<file path="src/rtl/timer_apb_slave.sv">
// ============================================================================
// Module   : timer_apb_slave
// Brief    : APB completer and TDR/TCR/TSR register file for the 8-bit timer.
//            Optional TIER register and tmr_int output when TIMER_INT_EN is
//            defined.
// Revision : 1.0 - initial release
// ============================================================================
`default_nettype none

module timer_apb_slave #(
  parameter int         ADDR_W      = 8,
  parameter int         WAIT_CYCLES = 0,
  parameter logic [7:0] TDR_RST     = 8'h00
) (
  input  logic              pclk,
  input  logic              presetn,
  input  logic              psel,
  input  logic              penable,
  input  logic              pwrite,
  input  logic [ADDR_W-1:0] paddr,
  input  logic [7:0]        pwdata,
  output logic [7:0]        prdata,
  output logic              pready,
  output logic              pslverr,
  output logic [7:0]        tdr,
  output logic              load,
  output logic              cnt_dw,
  output logic              cnt_en,
  output logic [1:0]        clk_sel,
  input  logic [7:0]        tcnt,
  input  logic              ovf_set,
`ifdef TIMER_INT_EN
  output logic              tmr_int,
`endif
  input  logic              udf_set
);

  typedef enum logic [1:0] {
    ST_IDLE   = 2'd0,
    ST_SETUP  = 2'd1,
    ST_ACCESS = 2'd2,
    ST_WAIT   = 2'd3
  } state_t;

  localparam logic [3:0] c_wait_init = (WAIT_CYCLES > 0) ? 4'(WAIT_CYCLES - 1) : 4'd0;

  state_t     r_state;
  state_t     w_phase;
  logic [3:0] r_wait_cnt;
  logic [1:0] r_tsr;
  logic [2:0] w_reg;
  logic       w_hi_zero;
  logic       w_valid;
  logic       w_err;
  logic       w_commit;
  logic [7:0] w_rdata;
  logic [1:0] w_tsr_keep;
`ifdef TIMER_INT_EN
  logic [1:0] r_tier;
`endif

  assign w_reg     = paddr[2:0];
  assign w_hi_zero = ((paddr >> 3) == '0);

  always_comb begin
    w_valid = 1'b0;
    case (w_reg)
      3'd0, 3'd1, 3'd2, 3'd3: w_valid = w_hi_zero;
`ifdef TIMER_INT_EN
      3'd4:                   w_valid = w_hi_zero;
`endif
      default:                w_valid = 1'b0;
    endcase
  end

  // TCNT is read-only, so a write to it is an error response
  assign w_err = !w_valid || (pwrite && (w_reg == 3'd3));

  always_comb begin
    w_rdata = 8'h00;
    case (w_reg)
      3'd0:    w_rdata = tdr;
      3'd1:    w_rdata = {2'b00, cnt_dw, cnt_en, 2'b00, clk_sel};
      3'd2:    w_rdata = {6'b000000, r_tsr};
      3'd3:    w_rdata = tcnt;
`ifdef TIMER_INT_EN
      3'd4:    w_rdata = {6'b000000, r_tier};
`endif
      default: w_rdata = 8'h00;
    endcase
    if (!w_valid) begin
      w_rdata = 8'h00;
    end
  end

  // A setup phase is recognised in the same cycle it appears on the bus,
  // so the registered completion can land on the first ACCESS cycle.
  always_comb begin
    w_phase = r_state;
    if ((r_state == ST_IDLE) && psel && !penable) begin
      w_phase = ST_SETUP;
    end
  end

  always_ff @(posedge pclk or negedge presetn) begin
    if (!presetn) begin
      r_state    <= ST_IDLE;
      r_wait_cnt <= 4'd0;
      pready     <= 1'b0;
      pslverr    <= 1'b0;
      prdata     <= 8'h00;
    end else begin
      pready  <= 1'b0;
      pslverr <= 1'b0;
      prdata  <= 8'h00;
      case (w_phase)
        ST_SETUP: begin
          if (WAIT_CYCLES == 0) begin
            r_state <= ST_ACCESS;
            pready  <= 1'b1;
            pslverr <= w_err;
            prdata  <= pwrite ? 8'h00 : w_rdata;
          end else begin
            r_state    <= ST_WAIT;
            r_wait_cnt <= c_wait_init;
          end
        end
        ST_WAIT: begin
          if (!psel) begin
            r_state <= ST_IDLE;
          end else if (r_wait_cnt == 4'd0) begin
            r_state <= ST_ACCESS;
            pready  <= 1'b1;
            pslverr <= w_err;
            prdata  <= pwrite ? 8'h00 : w_rdata;
          end else begin
            r_wait_cnt <= r_wait_cnt - 4'd1;
          end
        end
        ST_ACCESS: r_state <= ST_IDLE;
        default:   r_state <= ST_IDLE;
      endcase
    end
  end

  assign w_commit   = (r_state == ST_ACCESS) && psel && penable && pwrite && !w_err;
  assign w_tsr_keep = (w_commit && (w_reg == 3'd2)) ? pwdata[1:0] : 2'b11;

  always_ff @(posedge pclk or negedge presetn) begin
    if (!presetn) begin
      tdr     <= TDR_RST;
      load    <= 1'b0;
      cnt_dw  <= 1'b0;
      cnt_en  <= 1'b0;
      clk_sel <= 2'b00;
      r_tsr   <= 2'b00;
    end else begin
      load <= w_commit && (w_reg == 3'd1) && pwdata[7];
      if (w_commit && (w_reg == 3'd0)) begin
        tdr <= pwdata;
      end
      if (w_commit && (w_reg == 3'd1)) begin
        cnt_dw  <= pwdata[5];
        cnt_en  <= pwdata[4];
        clk_sel <= pwdata[1:0];
      end
      // set pulses are ORed in after the clear mask, so a set wins a collision
      r_tsr <= (r_tsr & w_tsr_keep) | {udf_set, ovf_set};
    end
  end

`ifdef TIMER_INT_EN
  always_ff @(posedge pclk or negedge presetn) begin
    if (!presetn) begin
      r_tier  <= 2'b00;
      tmr_int <= 1'b0;
    end else begin
      if (w_commit && (w_reg == 3'd4)) begin
        r_tier <= pwdata[1:0];
      end
      tmr_int <= |(r_tsr & r_tier);
    end
  end
`endif

endmodule

`default_nettype wire

</file>
<file path="config.mk">
export PLATFORM = sky130hd
export DESIGN_NAME = timer_apb_slave
export DESIGN_NICKNAME = d
export VERILOG_FILES = /design/src/rtl/timer_apb_slave.sv
export SDC_FILE = /design/constraint.sdc
export NUM_CORES = 1
export LEC_CHECK = 0
export ABC_AREA = 1
export BUFFER_PORTS_ARGS = -buffer_cell sky130_fd_sc_hd__buf_4
export CORE_ASPECT_RATIO = 0.6
export CORE_MARGIN = 3
export CORE_UTILIZATION = 48
export CTS_BUF_LIST = sky130_fd_sc_hd__clkbuf_4
export DETAILED_ROUTE_END_ITERATION = 10
export PLACE_DENSITY = 0.81
export SYNTH_ARGS = -nofsm -noshare
export SYNTH_HDL_FRONTEND = slang
export SYNTH_SLANG_ARGS = --single-unit
</file>
<file path="constraint.sdc">
create_clock -name pclk -period 1.5 [get_ports pclk]
set_clock_uncertainty 0.1 [all_clocks]
set_input_delay 0.3 -clock pclk [delete_from_list [all_inputs] [get_ports pclk]]
set_output_delay 0.3 -clock pclk [all_outputs]
set_load 0.02 [all_outputs]
</file>
### Word level (Yosys, flattened, before mapping)

Cells that the tools add are included.

| storage, ports and cells | value |
|---|---|
| bits in registers | 31 |
| input port bits | 31 |
| word-level logic and storage cells | 61 |

| cells by class | value |
|---|---|
| add/sub/neg operators | 1 |
| eq/ne operators | 7 |
| multiplexer cells | 18 |
| bitwise gates (word level) | 3 |
| reductions and logical operators | 21 |

Operators by type and width:

| operator | count |
|---|---|
| two-way mux 8 bit | 4 |
| one-hot mux 8 bit (4 select lines) | 1 |
| one-hot mux 8 bit (2 select lines) | 1 |
| logical AND 1 bit | 11 |
| logical NOT 8 bit | 1 |
| two-way mux 2 bit | 4 |
| == test 3 x 2 -> 1 bit, second input constant | 2 |
| two-way mux 1 bit | 5 |
| == test 2 bit, second input constant | 2 |
| logical NOT 4 bit | 1 |
| one-hot mux 1 bit (2 select lines) | 2 |
| one-hot mux 2 bit (2 select lines) | 1 |
| OR reduction 4 bit | 1 |
| subtractor 4 x 1 -> 4 bit, second input constant | 1 |
| == test 3 x 1 -> 1 bit, second input constant | 1 |
| logical NOT 1 bit | 3 |
| logical NOT 3 bit | 1 |
| inequality test 3 bit, second input constant | 1 |
| AND reduction 3 bit | 1 |
| bitwise AND 2 bit | 1 |
| == test 2 x 1 -> 1 bit, second input constant | 1 |
| logical NOT 2 bit | 1 |
| bitwise OR 2 bit | 1 |
| logical OR 1 bit | 1 |
| inverter 1 bit | 1 |

### Depth between registers and ports, before layout

Gate-level depths: netlist of run 1.

| logic depth | value |
|---|---|
| depth after elaboration | 11 |
| gate-level depth with buffers | 8 |
| gate-level depth less buffers | 7 |

### Worst setup path before layout of run 1

No wires, ideal clock.

| timing path | value |
|---|---|
| kind | input to register |
| start | input paddr[3] |
| end | register tdr[5] |
| setup time | 0.118 ns |
| arrival | 1.106 ns |
| required time | 1.282 ns |
| slack | 0.176 ns |
| cell stages on the path | 7 |
| buffers on the path | 1 |
| cell sequence | nor2_1 nand3_2 nor2_8 nand3_4 buf_6 nand2_1 o21ai_2 |

| on the way | value |
|---|---|
| word-level cells in the longest chain between the ends | 7 |

RTL lines:

| element | RTL line | source |
|---|---|---|
| from (decl) | 20 | `input logic [ADDR_W-1:0] paddr,` |
| logical NOT 8 bit | 63 | `assign w_hi_zero = ((paddr >> 3) == '0);` |
| two-way mux 1 bit | 67 | `case (w_reg)` |
| logical NOT 1 bit | -- |  |
| logical OR 1 bit | 77 | `assign w_err = !w_valid \|\| (pwrite && (w_reg == 3'd3));` |
| logical NOT 1 bit | 146 | `assign w_commit = (r_state == ST_ACCESS) && psel && penable && pwrite && !w_err;` |
| logical AND 1 bit | 146 |  |
| logical AND 1 bit | 159 | `if (w_commit && (w_reg == 3'd0)) begin` |
| to (signal assigned) | 160 | `tdr <= pwdata;` |
| to (decl) | 25 | `output logic [7:0] tdr,` |

Every way passes these cells.
A chain may end at the register's enable or synchronous reset.

### Worst setup path in the final report of run 1

| timing path | value |
|---|---|
| start | register r_state[1] |
| end | register tdr[1] |

| on the way | value |
|---|---|
| word-level cells in the longest chain between the ends | 6 |

RTL lines:

| element | RTL line | source |
|---|---|---|
| from (decl) | 47 | `state_t r_state;` |
| from (signal assigned) | 107 | `r_state <= ST_IDLE;` |
| from (signal assigned) | 119 | `r_state <= ST_ACCESS;` |
| from (signal assigned) | 124 | `r_state <= ST_WAIT;` |
| == test 2 bit | 146 |  |
| logical AND 1 bit (4 in series) | 146 |  |
| logical AND 1 bit | 159 |  |

Every way passes these cells.

==> run summary, run 1 <==
Cell area reported after detailed placement - 1660 sq um
# port buffers - 53
Post-detailed-route DRC marker count - 0
DR vias/cell - 4.78
Drt total wl - 2910 um
Most area-consuming cells after synthesis - dfrtp_1 (54%), nand2_1 (13%), o21ai_2 (5.8%)
Fraction of final layout cells with drive strength greater than 1 - 42.4%
Netlist cell types - 20
Post-CTS Repair Setup Buffers - 0
# fillers - 175
Post-detailed-placement half-perimeter wirelength - 2410 um
Critical path data arrival time - 1460 ps
TritonCTS clock tree - yes
Flip-flop and latch count after synthesis - 26
Slew Limit Headroom - 76.8%
Site Rows - 13
Number of top-level pins - 54
Number of maximum-capacitance constraint violations - 0
First-pass DRT Iterations - 5
CORE AREA - 2280 sq um
Vias in the first global route - 1044
Result of the run - finished, final reports clean
Average detailed-routed wire length per instance - 13.2 um
Global-route wire length before repair - 4730 um
Hold Vio Cnt, Final - 0
Setup WS post-layout - 161 ps
CP Data Required Time - 1620 ps
Insertion delay of the later-clocked pin in the worst-skew pair - 310 ps
Peak supply drop - 0.000426 V
Mean cell area of the mapped netlist - 9.27 sq um
Clock Pin Slew Worst Setup and Hold Paths - 130 ps
Clock buffer count from CTS - 3
Number of antenna violations at the first check in global routing - 0
Hold Path Sink - r_tsr[1]$_DFF_PN0_
Area growth, synth to finish - 40.7%
Critical register-to-register path endpoint - tdr[1]$_DFFE_PN0P_
Hold Buf Count CTS - 1
Sink Count - 26
Sequential fraction of the synthesis area - 54.0%
Initial cell density of the core - 52.9%
Worst setup path class - reg -> reg
Setup slack, reg-to-reg - 160 ps
Grt total ovfl - 0
Top cell type's share of synthesized area - 54.0%
Total routing usage reported by global routing - 19.6%
Kind of end point of the critical path - register
Worst reg2reg path depth - 6
Area leader, netlist - dfrtp_1
Post-Layout Inst Area - 1700 sq um
Buffer cell driving the clock tree root - clkbuf_4
Pins over their slew limit - 0
Die outline height - 44.8 um
Antenna diodes - 0
Max Freq - 747 MHz
Number of H-tree levels - 1
Worst-path fanout max - 16
Total standard cell area after synthesis - 1200 sq um
Die area - 3170 sq um
Detailed router's first-iteration violation count - 27
Worst setup slack after placement - -31.3 ps
Clock period minus final worst setup slack - 1340 ps
Detailed-route via count - 1056
Actual slew at the worst max-slew pin - 347 ps
Final nets - 223
Final worst-path cycle share - 89.3%
Net count after synthesis - 161
Worst min-delay path class - in -> reg
RePlAce Congestion - 0.870
Die outline width - 70.7 um
Kind of start point of the critical path - register
Unrepaired setup endpoints after global routing - no
Cells resized by post-CTS repair - 0
Clock tree buffer depth - 2
Leakage component of the power - 0.911 nW
Maximum number of pins on one net before global-route repair - 27
Worst hold stages - 3
Synthesis Warnings - 0
Reg2Reg Launch Point - r_state[1]$_DFFE_PN0N_
Number of endpoints failing setup at the final stage - 0
Synthesized instance count - 130
Number of antenna-violating nets in the routed design - 0
Launch instance of the worst min-delay path - udf_set
Power density over the cells - 675 nW/um^2
[layout by cell type (no fill, tap or decap), types with 2 or more instances in the layout]
master    instances
buf_4            57
nand2_1          41
dfrtp_1          26
inv_1            17
o21ai_2           8
nor2_1            6
nand4_1           4
nand3_1           4
a21oi_1           4
o21ai_1           4
inv_2             3
nand3_2           3
clkbuf_4          3
and2_1            2
[power by group]
group / internal, W / switching, W
clock: 0.0000975 / 0.000192
sequential: 0.000706 / 0.00000182
combinational: 0.0000748 / 0.0000732
[critical path: stages, from the launching register on]
cell and delay (ps):
dfrtp_1 350, inv_1 50, nor2_1 140, buf_4 170, nand3_4 210, nand2_1 150, o21ai_2 60
[cell usage after synthesis]
| library cell | number |
|---|---|
| dfrtp_1 | 26 |
| nor2_8 | 1 |
| nand3_4 | 1 |
| nand3_1 | 4 |
| nor3_4 | 1 |
| nor3_2 | 1 |
| nand4_1 | 4 |
| nor2_2 | 1 |
| nor2_1 | 6 |
| nand3_2 | 3 |
| a21oi_1 | 4 |
| buf_6 | 1 |
| o21ai_2 | 8 |
| and2_1 | 2 |
| o21ai_1 | 4 |
| inv_2 | 3 |
| inv_1 | 17 |
| nor2_4 | 1 |
| nor3b_2 | 1 |
| nand2_1 | 41 |
[registers in the layout (all words and copies together), names as in the netlist]
| signal | cells |
|---|---|
| tdr | 8 |
| cnt_dw | 1 |
| clk_sel | 2 |
| pslverr | 1 |
| load | 1 |
| pready | 1 |
| r_tsr | 2 |
| cnt_en | 1 |
| prdata | 8 |
| r_state | 1 |
[cell type report]
type                            instances  area (sq um)  area share (%)
Sequential cell                        26           651            38.4
Multi-Input combinational cell         83           468            27.6
Timing Repair Buffer                   58           438            25.8
Inverter                               20          75.1            4.43
Tap cell                               30          37.5            2.21
Clock buffer                            3          22.5            1.33
Clock inverter                          1          3.75           0.221
[worst max-delay path by stage]
stage               slack (ps)                   start             endpoint  depth (start not counted)
CTS                        160  r_state[1]$_DFFE_PN0N_   tdr[2]$_DFFE_PN0P_                          6
finish                     160  r_state[1]$_DFFE_PN0N_   tdr[1]$_DFFE_PN0P_                          6
global route                60  r_state[1]$_DFFE_PN0N_  prdata[7]$_DFF_PN0_                          5
global placement            30                paddr[2]   tdr[2]$_DFFE_PN0P_                          7
detailed placement         -30                paddr[2]   tdr[2]$_DFFE_PN0P_                          7
floorplan                  180                paddr[3]   tdr[5]$_DFFE_PN0P_                          7
[per-layer routing]
layer / vias up / GRT usage [%] / part of all wire, %
li1: 530 / - / -
met1: 476 / 23.3 / 42
met2: 48 / 35.2 / 49
met3: 2 / 6.44 / 8.7
met4: 0 / 4.87 / 0.31
met5: - / 0 / 0
[per-stage QoR]
| stage | TNS (ps) | cells | power [W] | hold slack (ps) | util [%] |
|---|---|---|---|---|---|
| 3_5_place_dp | -125 | 216 | 0.000868 | 120 | 72.9 |
| 2_1_floorplan | 0 | 130 | 0.000766 | -95.6 | - |
| 4_1_cts | 0 | 221 | 0.00116 | 46.6 | 74.5 |
| 3_3_place_gp | 0 | 216 | 0.000864 | 115 | 72.9 |
| 6_report | 0 | 221 | 0.00115 | 57.7 | 74.5 |
| 5_1_grt | 0 | 221 | 0.00120 | 43.7 | 74.5 |
[kinds of logic (layout without fill, tap and decap cells)]
kind of cell	count (synthesis)	count (layout)	synth area share, %
AO/OA/AOI/OAI	16	16	9.14
buffers and inverters	21	82	7.16
AND/OR/NAND/NOR	67	67	29.7
flip-flops	26	26	54.0
Power figures use the tool's default switching activity.
==> run 2, diff against run 1 <==
--- a/config.mk
+++ b/config.mk
@@ -8,11 +8,12 @@
 export ABC_AREA = 1
 export BUFFER_PORTS_ARGS = -buffer_cell sky130_fd_sc_hd__buf_4
 export CORE_ASPECT_RATIO = 0.6
-export CORE_MARGIN = 3
+export CORE_MARGIN = 5
 export CORE_UTILIZATION = 48
 export CTS_BUF_LIST = sky130_fd_sc_hd__clkbuf_4
 export DETAILED_ROUTE_END_ITERATION = 10
 export PLACE_DENSITY = 0.81
+export SLEW_MARGIN = 20
 export SYNTH_ARGS = -nofsm -noshare
 export SYNTH_HDL_FRONTEND = slang
 export SYNTH_SLANG_ARGS = --single-unit
==> run summary, run 2 (synthesis gave the netlist of run 1 again) <==
# fillers - 189 (+8.0%)
Die outline height - 48.8 um (+8.9%)
Grt total ovfl - 0 (unchanged)
WP buf/inv - 1 (-1)
Global-route wire length before repair - 4990 um (+5.4%)
CORE AREA - 2450 sq um (+7.7%)
Maximum number of pins on one net before global-route repair - 27 (unchanged)
Number of top-level pins - 54 (unchanged)
Critical register-to-register path endpoint - tdr[7]$_DFFE_PN0P_
Die outline width - 74.7 um (+5.7%)
Worst-case hold slack - 50.7 ps (-7.01 ps)
Met2 capacity usage during global routing - 29.3% (-5.9 points)
Number of H-tree levels - 1 (unchanged)
Met3 global-route usage - 6.38% (-0.066 points)
Actual slew at the worst max-slew pin - 312 ps (-34.5 ps)
Cell area reported after detailed placement - 1660 sq um (+0.15%)
Clock period minus final worst setup slack - 1330 ps (-12.5 ps)
GR Layer Usage met1 - 23.0% (-0.31 points)
Drt total wl - 2930 um (+0.65%)
Antenna diodes - 0 (unchanged)
Most common cell after layout, fill and taps aside - buf_4
Library cell contributing the largest single delay on the critical path - dfrtp_1
Total routing usage reported by global routing - 17.9% (-1.7 points)
Biggest regs - prdata x8, tdr x8
Final worst-path cycle share - 88.5% (-0.84 points)
CP Data Required Time - 1100 ps (-520 ps)
Post-detailed-route DRC marker count - 0 (unchanged)
# port buffers - 53 (unchanged)
Kind of end point of the critical path - output pin
Leakage component of the power - 0.923 nW (+1.4%)
Buffer cell driving the clock tree root - clkbuf_4
Kind of start point of the critical path - register
Clock Pin Slew Worst Setup and Hold Paths - 130 ps (about the same)
Max incr delay on CP - 440 ps (+90 ps)
Post-Layout Inst Area - 1720 sq um (+1.7%)
Detailed router's first-iteration violation count - 38 (+41%)
Insertion delay of the later-clocked pin in the worst-skew pair - 320 ps (about the same)
Unrepaired setup endpoints after global routing - no
Initial cell density of the core - 49.1% (-3.8 points)
Area taken by multi-input logic gates - 468 sq um (unchanged)
Power density over the cells - 771 nW/um^2 (+14%)
Worst-path fanout max - 3 (-13)
RePlAce Congestion - 0.952 (+9.5%)
Clock buffer count from CTS - 3 (unchanged)
Launch instance of the worst min-delay path - udf_set
TritonCTS clock tree - yes
First-pass DRT Iterations - 4 (-1)
Area used by sequential logic in the layout - 651 sq um (unchanged)
Number of endpoints failing setup at the final stage - 0 (unchanged)
Worst min-delay path class - in -> reg
Cells resized by post-CTS repair - 0 (unchanged)
Peak supply drop - 0.000577 V (+35%)
Average detailed-routed wire length per instance - 13.1 um (-0.25%)
Final Instance Count excl. Fillers - 223 (+0.90%)
Sink Count - 26 (unchanged)
Max Freq - 754 MHz (+0.95%)
Number of instances in the placed design - 218 (+0.93%)
Hold Vio Cnt, Final - 0 (unchanged)
Final nets - 223 (unchanged)
DR vias/cell - 4.88 (+2.1%)
Chain of cells forming the critical path - buf_4
Layer with the highest usage after global routing - met2
Leading cell types in the layout, fill and taps excluded - buf_4 (57), nand2_1 (41), dfrtp_1 (26), inv_1 (17), o21ai_2 (8)
Pins over their slew limit - 0 (unchanged)
Number of maximum-capacitance constraint violations - 0 (unchanged)
Worst reg2reg path depth - 6 (unchanged)
Vias in the first global route - 1100 (+5.4%)
Worst setup path class - reg -> out
Post-detailed-placement half-perimeter wirelength - 2370 um (-1.4%)
Setup slack, reg-to-reg - 200 ps (+40 ps)
Top Family by Delay on Critical Path - flip-flops
Critical path data arrival time - 930 ps (-530 ps)
Site Rows - 14 (+1)
Area growth, synth to finish - 43.1%
Fraction of final layout cells with drive strength greater than 1 - 42.9% (+0.52 points)
Hold Path Sink - r_tsr[1]$_DFF_PN0_
Clock tree buffer depth - 2 (unchanged)
Result of the run - finished, final reports clean
Die area - 3650 sq um (+15%)
Slew Limit Headroom - 79.1% (+2.3 points)
Detailed-route via count - 1088 (+3.0%)
Reg2Reg Launch Point - r_state[1]$_DFFE_PN0N_
Number of antenna-violating nets in the routed design - 0 (unchanged)
Number of antenna violations at the first check in global routing - 0 (unchanged)
Worst hold stages - 3 (unchanged)
## run 2: changes by cell type in the layout (fill, tap and decap cells not counted), sizes merged
cell    before  now
clkinv       1    0
bufinv       0    1
## run 2: per-stage QoR
| stage | utilization (%) | worst slack [ps] | total power (W) | setup TNS (ps) |
|---|---|---|---|---|
| 2_1_floorplan | - | 176 | 0.000766 | 0 |
| 3_3_place_gp | 67.8 | 32.4 | 0.000864 | 0 |
| 3_5_place_dp | 67.8 | -33.8 | 0.000868 | -131 |
| 4_1_cts | 70.3 | 163 | 0.00134 | 0 |
| 5_1_grt | 70.3 | 79.4 | 0.00140 | 0 |
| 6_report | 70.3 | 173 | 0.00133 | 0 |
## run 2: per-layer routing
metal  part of all wire [%]  up-vias
met3                     10        2
met5                      0        -
met1                     40      511
met2                     49       44
met4                   0.20        0
li1                       -      531
## run 2: layout make-up
type | instances | share of cell area [%]
inverter | 20 | 4.35
sequential | 26 | 37.7
clock inverter | 1 | 1.74
multi-input combinational | 83 | 27.1
clock buffer | 3 | 1.31
tap | 32 | 2.32
timing repair buffer | 58 | 25.4
## run 2: worst register-to-register path: cells and delay by family, from the launching register on
family	cells	cell delay, ps
flip-flops	1	360
buffers and inverters	2	210
AND/OR/NAND/NOR	3	470
AO/OA/AOI/OAI	1	60
## run 2: how the worst max path moves through the flow
| stage | startpoint | cells past startpoint | slack, ps | endpoint |
|---|---|---|---|---|
| after floorplan | paddr[3] | 7 | 180 | tdr[5]$_DFFE_PN0P_ |
| after global placement | paddr[2] | 7 | 30 | tdr[6]$_DFFE_PN0P_ |
| after global routing | r_state[1]$_DFFE_PN0N_ | 5 | 80 | prdata[2]$_DFF_PN0_ |
| after detailed placement | paddr[6] | 7 | -30 | tdr[7]$_DFFE_PN0P_ |
| final | cnt_dw$_DFFE_PN0P_ | 1 | 170 | cnt_dw |
| after CTS | clk_sel[0]$_DFFE_PN0P_ | 1 | 160 | clk_sel[0] |
## run 2: power breakdown
group	switching (W)	internal (W)	total, W	leakage [nW]
clock network	0.000203	0.000270	0.000473	0.0279
logic	0.0000738	0.0000748	0.000149	0.545
registers	0.00000180	0.000706	0.000708	0.350
## run 2: what timing repair did
| action | 4_1_cts | 5_1_grt |
|---|---|---|
| hold buffers | 1 | 0 |
| setup buffers | 0 | 0 |
| endpoints found under the hold margin | 26 | 0 |
| endpoints found under the setup margin | 0 | 0 |
==> run 3, diff against run 2 <==
--- a/config.mk
+++ b/config.mk
@@ -7,7 +7,7 @@
 export LEC_CHECK = 0
 export ABC_AREA = 1
 export BUFFER_PORTS_ARGS = -buffer_cell sky130_fd_sc_hd__buf_4
-export CORE_ASPECT_RATIO = 0.6
+export CORE_ASPECT_RATIO = 0.75
 export CORE_MARGIN = 5
 export CORE_UTILIZATION = 48
 export CTS_BUF_LIST = sky130_fd_sc_hd__clkbuf_4
==> run summary, run 3 (synthesis gave the netlist of run 1 again) <==
Leading cell types in the layout, fill and taps excluded - buf_4 (57), nand2_1 (41), dfrtp_1 (26), inv_1 (17), o21ai_2 (8)
WP buf/inv - 1 (unchanged)
Area growth, synth to finish - 41.1%
Max incr delay on CP - 450 ps (about the same)
TritonCTS clock tree - yes
Unrepaired setup endpoints after global routing - no
Hold Path Sink - r_tsr[1]$_DFF_PN0_
Power density over the cells - 675 nW/um^2 (-12%)
Die outline height - 53.4 um (+9.4%)
Post-detailed-placement half-perimeter wirelength - 2330 um (-1.9%)
CP Data Required Time - 1100 ps (about the same)
Worst-path fanout max - 3 (unchanged)
Peak supply drop - 0.000540 V (-6.4%)
Die area - 3620 sq um (-0.62%)
Insertion delay of the later-clocked pin in the worst-skew pair - 320 ps (about the same)
Final nets - 223 (unchanged)
Top Family by Delay on Critical Path - flip-flops
Maximum number of pins on one net before global-route repair - 27 (unchanged)
Clock period minus final worst setup slack - 1350 ps (+19.0 ps)
Cells resized by post-CTS repair - 0 (unchanged)
Clock Pin Slew Worst Setup and Hold Paths - 140 ps (about the same)
DR vias/cell - 4.73 (-3.1%)
Chain of cells forming the critical path - buf_4
Buffer cell driving the clock tree root - clkbuf_4
Kind of start point of the critical path - register
Fraction of final layout cells with drive strength greater than 1 - 42.4% (-0.52 points)
Sink Count - 26 (unchanged)
Vias in the first global route - 979 (-11%)
Actual slew at the worst max-slew pin - 317 ps (+4.89 ps)
Critical path data arrival time - 950 ps (+20 ps)
Launch instance of the worst min-delay path - udf_set
Die outline width - 67.9 um (-9.1%)
Average detailed-routed wire length per instance - 12.6 um (-4.2%)
Most common cell after layout, fill and taps aside - buf_4
Antenna diodes - 0 (unchanged)
RePlAce Congestion - 0.925 (-2.9%)
Worst hold stages - 3 (unchanged)
Library cell contributing the largest single delay on the critical path - dfrtp_1
Clock buffer count from CTS - 3 (unchanged)
Post-detailed-route DRC marker count - 0 (unchanged)
Site Rows - 15 (+1)
Worst setup path class - reg -> out
Detailed router's first-iteration violation count - 12 (-68%)
CORE AREA - 2350 sq um (-4.3%)
Worst min-delay path class - in -> reg
Pins over their slew limit - 0 (unchanged)
Number of antenna violations at the first check in global routing - 0 (unchanged)
Critical register-to-register path endpoint - prdata[3]$_DFF_PN0_
Final worst-path cycle share - 89.7% (+1.3 points)
Reg2Reg Launch Point - r_state[1]$_DFFE_PN0N_
# port buffers - 53 (unchanged)
First-pass DRT Iterations - 4 (unchanged)
Number of top-level pins - 54 (unchanged)
Drt total wl - 2830 um (-3.3%)
Worst-case hold slack - 46.4 ps (-4.24 ps)
Number of maximum-capacitance constraint violations - 0 (unchanged)
Total routing usage reported by global routing - 17.4% (-0.43 points)
Worst reg2reg path depth - 5 (-1)
Leakage component of the power - 0.911 nW (-1.4%)
Hold Vio Cnt, Final - 0 (unchanged)
Detailed-route via count - 1064 (-2.2%)
Global-route wire length before repair - 4510 um (-9.7%)
Number of H-tree levels - 1 (unchanged)
Number of antenna-violating nets in the routed design - 0 (unchanged)
Clock tree buffer depth - 2 (unchanged)
Result of the run - finished, final reports clean
Kind of end point of the critical path - output pin
Grt total ovfl - 0 (unchanged)
Initial cell density of the core - 51.4% (+2.2 points)
Number of endpoints failing setup at the final stage - 0 (unchanged)
Setup slack, reg-to-reg - 240 ps (+40 ps)
Biggest regs - prdata x8, tdr x8
# fillers - 187 (-1.1%)
Max Freq - 743 MHz (-1.4%)
Slew Limit Headroom - 78.9% (-0.21 points)
Post-route setup TNS - 0 ps (unchanged)
## run 3: layout make-up
type                       instances  area (sq um)  area share [%]
sequential                        26           651            38.3
timing repair buffer              58           438            25.8
clock inverter                     1          3.75           0.221
tap                               34          42.5            2.50
clock buffer                       3          22.5            1.32
inverter                          20          75.1            4.42
multi-input combinational         83           468            27.5
## run 3: report_power, final
part	switching [W]	total, W	internal [W]
Clock	0.000198	0.000295	0.0000976
Combinational	0.0000705	0.000145	0.0000748
Sequential	0.00000174	0.000708	0.000706
Total	0.000270	0.00115	0.000878
## run 3: what timing repair did
action	CTS	global route
hold endpoints to repair	26	0
hold buffers	1	0
buffers inserted	0	0
## run 3: worst max path at each step
stage | slack, ps | endpoint | cells after the start | start
after floorplan | 180 | tdr[5]$_DFFE_PN0P_ | 7 | paddr[3]
after global placement | 30 | tdr[7]$_DFFE_PN0P_ | 7 | paddr[2]
after detailed placement | -20 | tdr[2]$_DFFE_PN0P_ | 7 | paddr[6]
after CTS | 140 | clk_sel[1] | 1 | clk_sel[1]$_DFFE_PN0P_
after global routing | 100 | clk_sel[1] | 1 | clk_sel[1]$_DFFE_PN0P_
final | 150 | clk_sel[1] | 1 | clk_sel[1]$_DFFE_PN0P_
## run 3: per-layer routing
metal	up-vias	wire [um]	global-route usage, %
li1	533	-	-
met4	0	44	6.93
met1	504	1130	20.6
met2	23	1500	29.9
met3	4	149	4.88
met5	-	0	0
## run 3: stage by stage
step                instances  power [W]  setup WS [ps]  util, %  instance area (sq um)
finish                    225    0.00115            154     72.5                   1700
floorplan                 130   0.000766            176        -                   1200
detailed placement        220   0.000866          -24.3     70.9                   1660
CTS                       225    0.00116            144     72.5                   1700
global placement          220   0.000863           30.7     70.9                   1660
global route              225    0.00121           96.5     72.5                   1700
